## config.mk

```make
export PLATFORM = sky130hd
export DESIGN_NAME = t05_find_least
export DESIGN_NICKNAME = d
export VERILOG_FILES = /design/src/rtl/t05_huff_pkg.sv /design/src/rtl/t05_min2_tracker.sv /design/src/rtl/t05_find_least.sv
export SDC_FILE = /design/constraint.sdc
export NUM_CORES = 2
export LEC_CHECK = 0
export CORE_ASPECT_RATIO = 1.2
export CORE_UTILIZATION = 60
export CTS_BUF_LIST = sky130_fd_sc_hd__clkbuf_8
export CTS_CLUSTER_DIAMETER = 60
export DETAILED_ROUTE_END_ITERATION = 12
export HOLD_SLACK_MARGIN = 0.15
export PLACE_DENSITY = 0.84
export SYNTH_ARGS = -nofsm -noshare
export SYNTH_HDL_FRONTEND = slang
export SYNTH_SLANG_ARGS = --single-unit
```

## constraint.sdc

```tcl
create_clock -name clk -period 9.9 [get_ports clk]
set_clock_uncertainty 0.05 [all_clocks]
set_input_delay 0.99 -clock clk [delete_from_list [all_inputs] [get_ports clk]]
set_output_delay 0.99 -clock clk [all_outputs]
set_load 0.01 [all_outputs]
```

## src/rtl/t05_huff_pkg.sv

```systemverilog
// Shared types and constants for the Huffman tree builder front end.
package t05_huff_pkg;
  localparam int unsigned HIST_W   = 32;
  localparam int unsigned SUM_W    = 64;
  localparam int unsigned MAX_SN   = 128;
  localparam int unsigned SN_IDX_W = 7;
  localparam int unsigned NODE_W   = 9;

  typedef logic [NODE_W-1:0] node_t;

  localparam node_t NODE_NULL = 9'b1_1000_0000;

  typedef enum logic [2:0] {
    FLV_IDLE,
    FLV_SCAN_LEAF,
    FLV_SCAN_SUM,
    FLV_DRAIN,
    FLV_DONE
  } flv_state_t;

  function automatic node_t leaf_node(input logic [7:0] ch);
    return {1'b0, ch};
  endfunction

  function automatic node_t sum_node(input logic [SN_IDX_W-1:0] idx);
    return {2'b10, idx};
  endfunction
endpackage

```

## src/rtl/t05_min2_tracker.sv

```systemverilog
// Registered two-minimum compare/insert cell; strict less-than keeps the earlier node on ties.
module t05_min2_tracker
  import t05_huff_pkg::*;
(
  input  logic             clk,
  input  logic             rst_n,
  input  logic             clear_i,
  input  logic             cand_vld_i,
  input  node_t            cand_node_i,
  input  logic [SUM_W-1:0] cand_val_i,
  output node_t            m1_node_o,
  output logic [SUM_W-1:0] m1_val_o,
  output node_t            m2_node_o,
  output logic [SUM_W-1:0] m2_val_o
);
  node_t            m1_node_q, m1_node_d, m2_node_q, m2_node_d;
  logic [SUM_W-1:0] m1_val_q, m1_val_d, m2_val_q, m2_val_d;

  always_comb begin
    m1_node_d = m1_node_q;
    m1_val_d  = m1_val_q;
    m2_node_d = m2_node_q;
    m2_val_d  = m2_val_q;
    if (clear_i) begin
      m1_node_d = NODE_NULL;
      m1_val_d  = '1;
      m2_node_d = NODE_NULL;
      m2_val_d  = '1;
    end else if (cand_vld_i) begin
      if (cand_val_i < m1_val_q) begin
        m2_node_d = m1_node_q;
        m2_val_d  = m1_val_q;
        m1_node_d = cand_node_i;
        m1_val_d  = cand_val_i;
      end else if (cand_val_i < m2_val_q) begin
        m2_node_d = cand_node_i;
        m2_val_d  = cand_val_i;
      end
    end
  end

  always_ff @(posedge clk or negedge rst_n) begin
    if (!rst_n) begin
      m1_node_q <= NODE_NULL;
      m1_val_q  <= '1;
      m2_node_q <= NODE_NULL;
      m2_val_q  <= '1;
    end else begin
      m1_node_q <= m1_node_d;
      m1_val_q  <= m1_val_d;
      m2_node_q <= m2_node_d;
      m2_val_q  <= m2_val_d;
    end
  end

  assign m1_node_o = m1_node_q;
  assign m1_val_o  = m1_val_q;
  assign m2_node_o = m2_node_q;
  assign m2_val_o  = m2_val_q;
endmodule

```

## src/rtl/t05_find_least.sv

```systemverilog
// Finds the two least-frequent unconsumed leaf/sum nodes per pass.
// Optional T05_FLV_CANDCOUNT_EN adds cand_count (candidates seen in the last pass).
module t05_find_least
  import t05_huff_pkg::*;
(
  input  logic                clk,
  input  logic                rst_n,
  input  logic                init,
  input  logic                start,
  input  logic [SN_IDX_W-1:0] sn_count,
  output logic [7:0]          hist_addr,
  input  logic [HIST_W-1:0]   hist_data,
  output logic [SN_IDX_W-1:0] sn_addr,
  input  logic [SUM_W-1:0]    sn_data,
  output logic                rd_en,
  output node_t               least1,
  output node_t               least2,
  output logic [SUM_W-1:0]    sum,
  output logic                busy,
  output logic                done
`ifdef T05_FLV_CANDCOUNT_EN
  ,
  output logic [8:0]          cand_count
`endif
);
  flv_state_t          state_q;
  logic [SN_IDX_W-1:0] s_q, sn_addr_q;
  logic [7:0]          cnt_q, hist_addr_q, tag_idx_q;
  logic                drain_q, rd_en_q, rd_sum_q, tag_vld_q, tag_sum_q;
  logic                busy_q, done_q;
  logic [255:0]        leaf_used_q;
  logic [MAX_SN-1:0]   sn_used_q;
  node_t               least1_q, least2_q;
  logic [SUM_W-1:0]    sum_q;

  logic                start_ok, cand_vld;
  node_t               cand_node, m1_node, m2_node;
  logic [SUM_W-1:0]    cand_val, m1_val, m2_val;

  assign start_ok = (state_q == FLV_IDLE) && start && !init;

  // Qualify the word returned for the address issued one cycle earlier.
  always_comb begin
    cand_vld  = 1'b0;
    cand_node = NODE_NULL;
    cand_val  = '0;
    if (tag_vld_q) begin
      if (tag_sum_q) begin
        cand_vld  = !sn_used_q[tag_idx_q[SN_IDX_W-1:0]];
        cand_node = sum_node(tag_idx_q[SN_IDX_W-1:0]);
        cand_val  = sn_data;
      end else begin
        cand_vld  = (hist_data != '0) && !leaf_used_q[tag_idx_q];
        cand_node = leaf_node(tag_idx_q);
        cand_val  = SUM_W'(hist_data);
      end
    end
  end

  t05_min2_tracker u_min2 (
    .clk        (clk),
    .rst_n      (rst_n),
    .clear_i    (start_ok),
    .cand_vld_i (cand_vld),
    .cand_node_i(cand_node),
    .cand_val_i (cand_val),
    .m1_node_o  (m1_node),
    .m1_val_o   (m1_val),
    .m2_node_o  (m2_node),
    .m2_val_o   (m2_val)
  );

  always_ff @(posedge clk or negedge rst_n) begin
    if (!rst_n) begin
      state_q     <= FLV_IDLE;
      s_q         <= '0;
      cnt_q       <= '0;
      drain_q     <= 1'b0;
      hist_addr_q <= '0;
      sn_addr_q   <= '0;
      rd_en_q     <= 1'b0;
      rd_sum_q    <= 1'b0;
      tag_vld_q   <= 1'b0;
      tag_sum_q   <= 1'b0;
      tag_idx_q   <= '0;
      leaf_used_q <= '0;
      sn_used_q   <= '0;
      least1_q    <= NODE_NULL;
      least2_q    <= NODE_NULL;
      sum_q       <= '0;
      busy_q      <= 1'b0;
      done_q      <= 1'b0;
    end else begin
      done_q    <= 1'b0;
      tag_vld_q <= rd_en_q;
      tag_sum_q <= rd_sum_q;
      tag_idx_q <= rd_sum_q ? {1'b0, sn_addr_q} : hist_addr_q;
      case (state_q)
        FLV_IDLE: begin
          if (init) begin
            leaf_used_q <= '0;
            sn_used_q   <= '0;
          end else if (start) begin
            s_q     <= sn_count;
            cnt_q   <= '0;
            busy_q  <= 1'b1;
            state_q <= FLV_SCAN_LEAF;
          end
        end
        FLV_SCAN_LEAF: begin
          hist_addr_q <= cnt_q;
          rd_en_q     <= 1'b1;
          rd_sum_q    <= 1'b0;
          cnt_q       <= 8'(cnt_q + 8'd1);
          drain_q     <= 1'b0;
          if (cnt_q == 8'hFF) begin
            state_q <= (s_q == '0) ? FLV_DRAIN : FLV_SCAN_SUM;
          end
        end
        FLV_SCAN_SUM: begin
          sn_addr_q <= cnt_q[SN_IDX_W-1:0];
          rd_en_q   <= 1'b1;
          rd_sum_q  <= 1'b1;
          cnt_q     <= 8'(cnt_q + 8'd1);
          if (cnt_q[SN_IDX_W-1:0] == SN_IDX_W'(s_q - 7'd1)) state_q <= FLV_DRAIN;
        end
        // Two cycles cover the read latency plus the final compare.
        FLV_DRAIN: begin
          rd_en_q <= 1'b0;
          drain_q <= 1'b1;
          if (drain_q) state_q <= FLV_DONE;
        end
        FLV_DONE: begin
          if (m1_node == NODE_NULL) begin
            least1_q <= NODE_NULL;
            least2_q <= NODE_NULL;
            sum_q    <= '0;
          end else begin
            least1_q <= m1_node;
            if (!m1_node[8]) leaf_used_q[m1_node[7:0]] <= 1'b1;
            else             sn_used_q[m1_node[SN_IDX_W-1:0]] <= 1'b1;
            if (m2_node == NODE_NULL) begin
              least2_q <= NODE_NULL;
              sum_q    <= m1_val;
            end else begin
              least2_q <= m2_node;
              sum_q    <= m1_val + m2_val;
              if (!m2_node[8]) leaf_used_q[m2_node[7:0]] <= 1'b1;
              else             sn_used_q[m2_node[SN_IDX_W-1:0]] <= 1'b1;
            end
          end
          done_q  <= 1'b1;
          busy_q  <= 1'b0;
          state_q <= FLV_IDLE;
        end
        default: state_q <= FLV_IDLE;
      endcase
    end
  end

`ifdef T05_FLV_CANDCOUNT_EN
  logic [8:0] cc_run_q, cand_count_q;

  always_ff @(posedge clk or negedge rst_n) begin
    if (!rst_n) begin
      cc_run_q     <= '0;
      cand_count_q <= '0;
    end else begin
      if (start_ok)      cc_run_q <= '0;
      else if (cand_vld) cc_run_q <= 9'(cc_run_q + 9'd1);
      if (state_q == FLV_DONE) cand_count_q <= cc_run_q;
    end
  end

  assign cand_count = cand_count_q;
`endif

  assign hist_addr = hist_addr_q;
  assign sn_addr   = sn_addr_q;
  assign rd_en     = rd_en_q;
  assign least1    = least1_q;
  assign least2    = least2_q;
  assign sum       = sum_q;
  assign busy      = busy_q;
  assign done      = done_q;
endmodule

```

-- Yosys cells after proc, flatten, opt, wreduce, memory -nomap -nowiden
Index checks and enable logic that the tools add are counted.
- output and inout port bits: 100
- ROM bits: 0
- word-level logic and storage cells: 157
- memory bits (writable): 0
- memories kept: 0
- register bits after elaboration: 660
- bits in latches: 0
- input bits: 107
- shifts and indexed selects: 0
- order comparisons: 12
- eq/ne operators: 15
- multipliers: 0
- bitwise logic cells: 5
- reductions and logical operators: 29
- divide/modulo/power cells: 0
- add/subtract/negate cells: 3
- muxes and demuxes: 71
- operators with widths (operator ; number):
    $mux W256 ; 7
    $mux W128 ; 7
    $mux W64 ; 11
    $or A256 B256 Y256 ; 2
    $pmux W256 S2 ; 1
    $or A128 B128 Y128 ; 2
    $pmux W128 S2 ; 1
    $lt A64 B64 Y1 ; 2
    $mux W9 ; 12
    $add A64 B64 Y64 ; 1
    $reduce_bool A32 Y1 ; 1
    $lt A8 B9 Y1 const B ; 3
    $lt A7 B8 Y1 const B ; 3
    $mux W8 ; 3
    $eq A9 B9 Y1 const B ; 2
    $demux W1 S8 ; 2
    $ge A8 B1 Y1 const B ; 2
    $pmux W8 S2 ; 1
    $mux W3 ; 5
    $demux W1 S7 ; 2
    $ge A7 B1 Y1 const B ; 2
    $ne A2 B2 Y1 const B ; 7
    $reduce_bool A2 Y1 ; 7
    $mux W1 ; 12
    other kinds (21) ; 37

-- Longest topological paths before layout
- depth after elaboration: 13
- depth in mapped cells: 19
- depth with buffers taken out: 13

-- Modules after synthesis
A second synthesis with hierarchy kept.
- cell total of the unflattened synthesis: 4391
- area, all modules: 40472.6 um^2
- by module, submodules not included (module ; sequential area each (um^2) ; times used ; cells each ; area an instance (um^2)):
    t05_find_least ; 12867.3 ; 1 ; 3266 ; 30073.8
    t05_min2_tracker ; 3818.7 ; 1 ; 1125 ; 10398.7

-- Least setup slack after synthesis
No wires, ideal clock.
- path kind: reg2reg
- from: reg tag_sum_q
- to: reg u_min2.m2_val_q[34], in the netlist u_min2.m2_val_o[34]
- library setup time: 94 ps
- path buffers: 5
- period minus slack after synthesis: 4507 ps
- setup slack: 5393 ps
- stages on the path, launching flop included: 19
- required time: 9756 ps
- arrival: 4363 ps
- cell sequence: dfrtp_1 clkbuf_1 clkbuf_1 mux2i_1 nor2_1 ha_1 a21o_1 a21o_1 a21o_1 a211oi_1 o21ai_0 a221oi_1 and2_1 buf_2 buf_2 clkbuf_1 a21oi_1 nor4_1 a31oi_1
- longest elaborated chain between the ends: 6
- elaborated cells on any way between the ends: 13
- classes of those cells: order compare: 2; mux: 8; reduce/logical: 3
- ends and longest elaborated chain (element ; line ; text):
    from (decl) ; t05_find_least.sv:29 ; logic drain_q, rd_en_q, rd_sum_q, tag_vld_q, tag_sum_q;
    from (signal assigned) ; t05_find_least.sv:96 ; tag_sum_q <= rd_sum_q;
    $mux W64 ; t05_find_least.sv:48 ; if (tag_sum_q) begin
    $mux W64 ; t05_find_least.sv:47 ; if (tag_vld_q) begin
    $lt A64 B64 Y1 / $mux W64 (equally long branches) ; t05_min2_tracker.sv:30, t05_min2_tracker.sv:35 ;
    $mux W64 ; t05_min2_tracker.sv:30 ; if (cand_val_i < m1_val_q) begin
    $mux W64 ; t05_min2_tracker.sv:29 ; end else if (cand_vld_i) begin
    $mux W64 ; t05_min2_tracker.sv:24 ; if (clear_i) begin
    to (signal assigned) ; t05_min2_tracker.sv:52 ; m2_val_q <= m2_val_d;
    to (decl) ; t05_min2_tracker.sv:17 ; logic [SUM_W-1:0] m1_val_q, m1_val_d, m2_val_q, m2_val_d;
Parallel ways exist; a longest one is shown, timed or not. The select of a mux whose other input is x is not followed.
A chain may end at the register's enable or synchronous reset.

-- Final worst setup path
- from: reg tag_vld_q
- to: reg u_min2.m1_val_q[51], in the netlist u_min2.m1_val_o[51]
- longest elaborated chain between the ends: 4
- elaborated cells on any way between the ends: 9
- classes of those cells: order compare: 1; mux: 5; reduce/logical: 3
- ends and longest elaborated chain (element ; line ; text):
    from (decl) ; t05_find_least.sv:29 ;
    from (signal assigned) ; t05_find_least.sv:95 ; tag_vld_q <= rd_en_q;
    $mux W64 ; t05_find_least.sv:47 ;
    $lt A64 B64 Y1 / $mux W64 (equally long branches) ; t05_min2_tracker.sv:30 ;
    $reduce_bool A2 Y1 (no line) / $mux W64 (equally long branches) ; n/a ;
    $reduce_and A2 Y1 (no line) / $mux W64 (equally long branches) ; n/a ;
    to (signal assigned) ; t05_min2_tracker.sv:50 ; m1_val_q <= m1_val_d;
    to (decl) ; t05_min2_tracker.sv:17 ;
Parallel ways exist; a longest one is shown, timed or not. The select of a mux whose other input is x is not followed.

==> results_dict.tcl <==
set metrics [dict create \
    cts_buffers 104 \
    outcome "complete, no violations" \
    yosysSeqAreaShare_pct 41.82 \
    max_stage_delay_ns 0.76 \
    synth_most_common_cell "a21oi_1" \
    gp_congestion 0.9973 \
    grt_usage_pct 38.46 \
    ctsHoldBuffers 0 \
    fmax_mhz 139.4 \
    routed_via_density 7.105 \
    yosysTopAreaCell "dfrtp_1" \
    clock_path_buffers 3 \
    worst_slew_pin_slew_ns 1.356 \
    p_int_w 0.005533 \
    ys_ff_latch 660 \
    slew_headroom_pct 9.362 \
    cts_resized 0 \
    syn_inst 4394 \
    powerDensity_nw_per_um2 211.5 \
    initial_utilization_pct 60.70 \
    pwr-share-clk_pct 26.9 \
    hold_viol_final 0 \
    synth_common_cells "a21oi_1, dfrtp_1, nor2_1" \
    setup_viol 0 \
    fin_area_um2 44210 \
    placementRows 103 \
    synth.net_count 4691 \
    critPathTopFamily "buffers and inverters" \
    drc_errors 0 \
    comb_power_share_pct 36.7 \
    overflow 0 \
    synth.cell_area_um2 39900 \
    async_flop_share_pct 100.0 \
    period_share_pct 72.45 \
    first_pass_iters 9 \
    seq_power_share_pct 36.4 \
    cp_common_cell "buf_4" \
    syn2layout_area_growth_pct 10.82 \
    cp.required_ns 10.52 \
    crit_path_max_fanout 90 \
    worst-path-buf-inv 6 \
    critPathCaptureType "flip-flop" \
    netlist_top_cells_area "dfrtp_1, dfstp_2, a21oi_1" \
    antenna_found_initial 3 \
    die_x_um 237.4 \
    drt_wl_total_mm 131.4 \
    cp_slowest_cell "buf_4" \
    synth_area_per_cell_um2 9.080 \
    report.final.slew_viol_count 0 \
    tritoncts "done" \
    vdd_ir_drop_max_mv 0.1281 \
    switching_power_w 0.003818 \
    p_sw_share_pct 40.83 \
    grt_pass1_wl_mm 203.9 \
    yosysTopAreaCellShare_pct 32.87 \
    drtIter0Drc 5547 \
    ys.flop_type "dfrtp_1" \
    ant_nets 0 \
    path_class "reg2reg" \
    dieArea_um2 67540 \
    wl_per_cell_um 24.77 \
    hold_path.class "in2async" \
    synth_edf_count 0 \
    grt_max_degree 220 \
    core-area_um2 65730 \
    clk_root_buffer_cell "clkbuf_8" \
    grt_setup_unrepaired "no" \
    p_leak_nw 19.39 \
    fin_nets 4669 \
    post_cts_buffers 0 \
    ys_warn_count 0 \
    die_y_um 284.5 \
    htree_levels 3 \
    synth.distinct_cells 71 \
    cp.arrival_ns 7.80 \
    tns_ns 0 \
    start_kind "flip-flop" \
    cts_num_sinks 660 \
    ios 207 \
    grt_pass1_vias 36800 \
    finalCriticalPeriod_ns 7.173 \
    drive_gt1_share_pct 11.81 \
    placed_area_um2 41940 \
    port_buffers 206 \
    maxCapViolCount 0 \
    dp.final_hpwl_mm 81.68 \
    via_count 37680 \
    clkLatencyLatePin_ns 0.80 \
    path_cells "buf_4 > clkinv_1 > buf_4 > nor2_1 > ha_1 > a21o_1 > a21o_1 > a21o_1 > a211oi_1 > o21ai_0 > a221oi_4 > buf_4 > and2_2 > buf_4 > and2_4 > buf_4 > nand2_1 > o211ai_1" \
    clk_pin_slew_ns 0.07 \
]
## layout by cell type, fill, tap and decap left out, drive strengths merged, types with 11 or more instances in the layout
cell	count
clkinv	17
xor2	29
o22ai	385
o21a	15
nand2b	11
ha	189
a21oi	634
dfstp	136
dfrtp	524
mux4	122
a22oi	41
buf	48
a22o	22
and3	46
mux2i	44
nor2b	39
o21bai	14
nor3	25
o211ai	79
nand3	60
and2	17
clkbuf	140
a31oi	74
o21ai	138
clkdlybuf4s50	205
nor2	510
nor4	84
xnor2	40
inv	183
nand2	314
a21o	77
nand4	54
mux2	24
## cells by family (layout without fill, tap and decap cells)
group	after synthesis	in the layout	share of synthesized area (%)
XOR/XNOR	69	69	1.515
AO/OA/AOI/OAI	1552	1552	23.20
buffers and inverters	531	599	5.240
AND/OR/NAND/NOR	1199	1199	13.50
flip-flops	660	660	41.82
other	0	1	0
adder cells (fa/ha/maj)	193	193	6.053
multiplexers	190	190	8.668
## final timing paths
| check | startpoint | end | slack (ns) | cells past startpoint |
|---|---|---|---|---|
| max in group asynchronous | rst_n | sn_used_q[44] | 7.35 | 3 |
| worst min-delay path | rst_n | sum[48] | 0.13 | 1 |
| worst max-delay path | tag_vld_q | u_min2.m1_val_o[51] | 2.73 | 18 |
| worst min register to register | rd_en | tag_vld_q | 0.41 | 0 |
| min in group clk | rd_en | tag_vld_q | 0.41 | 0 |
| worst max register to register | tag_vld_q | u_min2.m1_val_o[51] | 2.73 | 18 |
## per-stage QoR
step / utilization (%) / cells / power (W) / hold slack, ns / setup WS [ns]
4_1_cts: 67.27 / 5302 / 0.009211 / 0.1816 / 3.056
6_report: 67.27 / 5303 / 0.009351 / 0.1262 / 2.727
2_1_floorplan: - / 4394 / 0.005710 / 0.3019 / 5.393
3_3_place_gp: 63.82 / 5106 / 0.006676 / 0.4032 / 3.322
5_1_grt: 67.27 / 5303 / 0.009731 / 0.1968 / 2.495
3_5_place_dp: 63.82 / 5106 / 0.006723 / 0.3961 / 3.123
## flip-flops by register name, summed over array words and instances, names as in the netlist, 8 cells and up
name	flops
u_min2.m1_node_o	9
sn_used_q	128
least2	9
u_min2.m2_val_o	64
cnt_q	8
leaf_used_q	256
tag_idx_q	8
least1	9
u_min2.m2_node_o	9
u_min2.m1_val_o	64
hist_addr	8
sum	64
## metal layers
metal,vias up,part of all wire [%],global-route usage (%)
met5,-,0.033,0.7937
met4,2,7.4,26.89
met3,783,12,10.97
met2,2849,45,58.86
met1,17800,35,46.90
li1,16250,-,-
## power groups by stage
stage	sequential, W	combinational (W)	clock, W
2_1_floorplan	0.00318	0.00253	0
3_3_place_gp	0.00342	0.00326	0
3_5_place_dp	0.00343	0.00330	0
4_1_cts	0.00338	0.00332	0.00251
5_1_grt	0.00343	0.00367	0.00263
6_report	0.00341	0.00343	0.00251
## cell type report
cell class / count / area, um2
Fill cell: 5111 / 21510
Clock inverter: 56 / 341.6
Timing Repair Buffer: 253 / 2457
Clock buffer: 140 / 1927
Antenna cell: 1 / 2.502
Tap cell: 840 / 1051
Sequential cell: 660 / 16700
Multi-Input combinational cell: 3203 / 21180
Inverter: 150 / 563.0
Note: power is estimated with default switching activity, not from simulation.
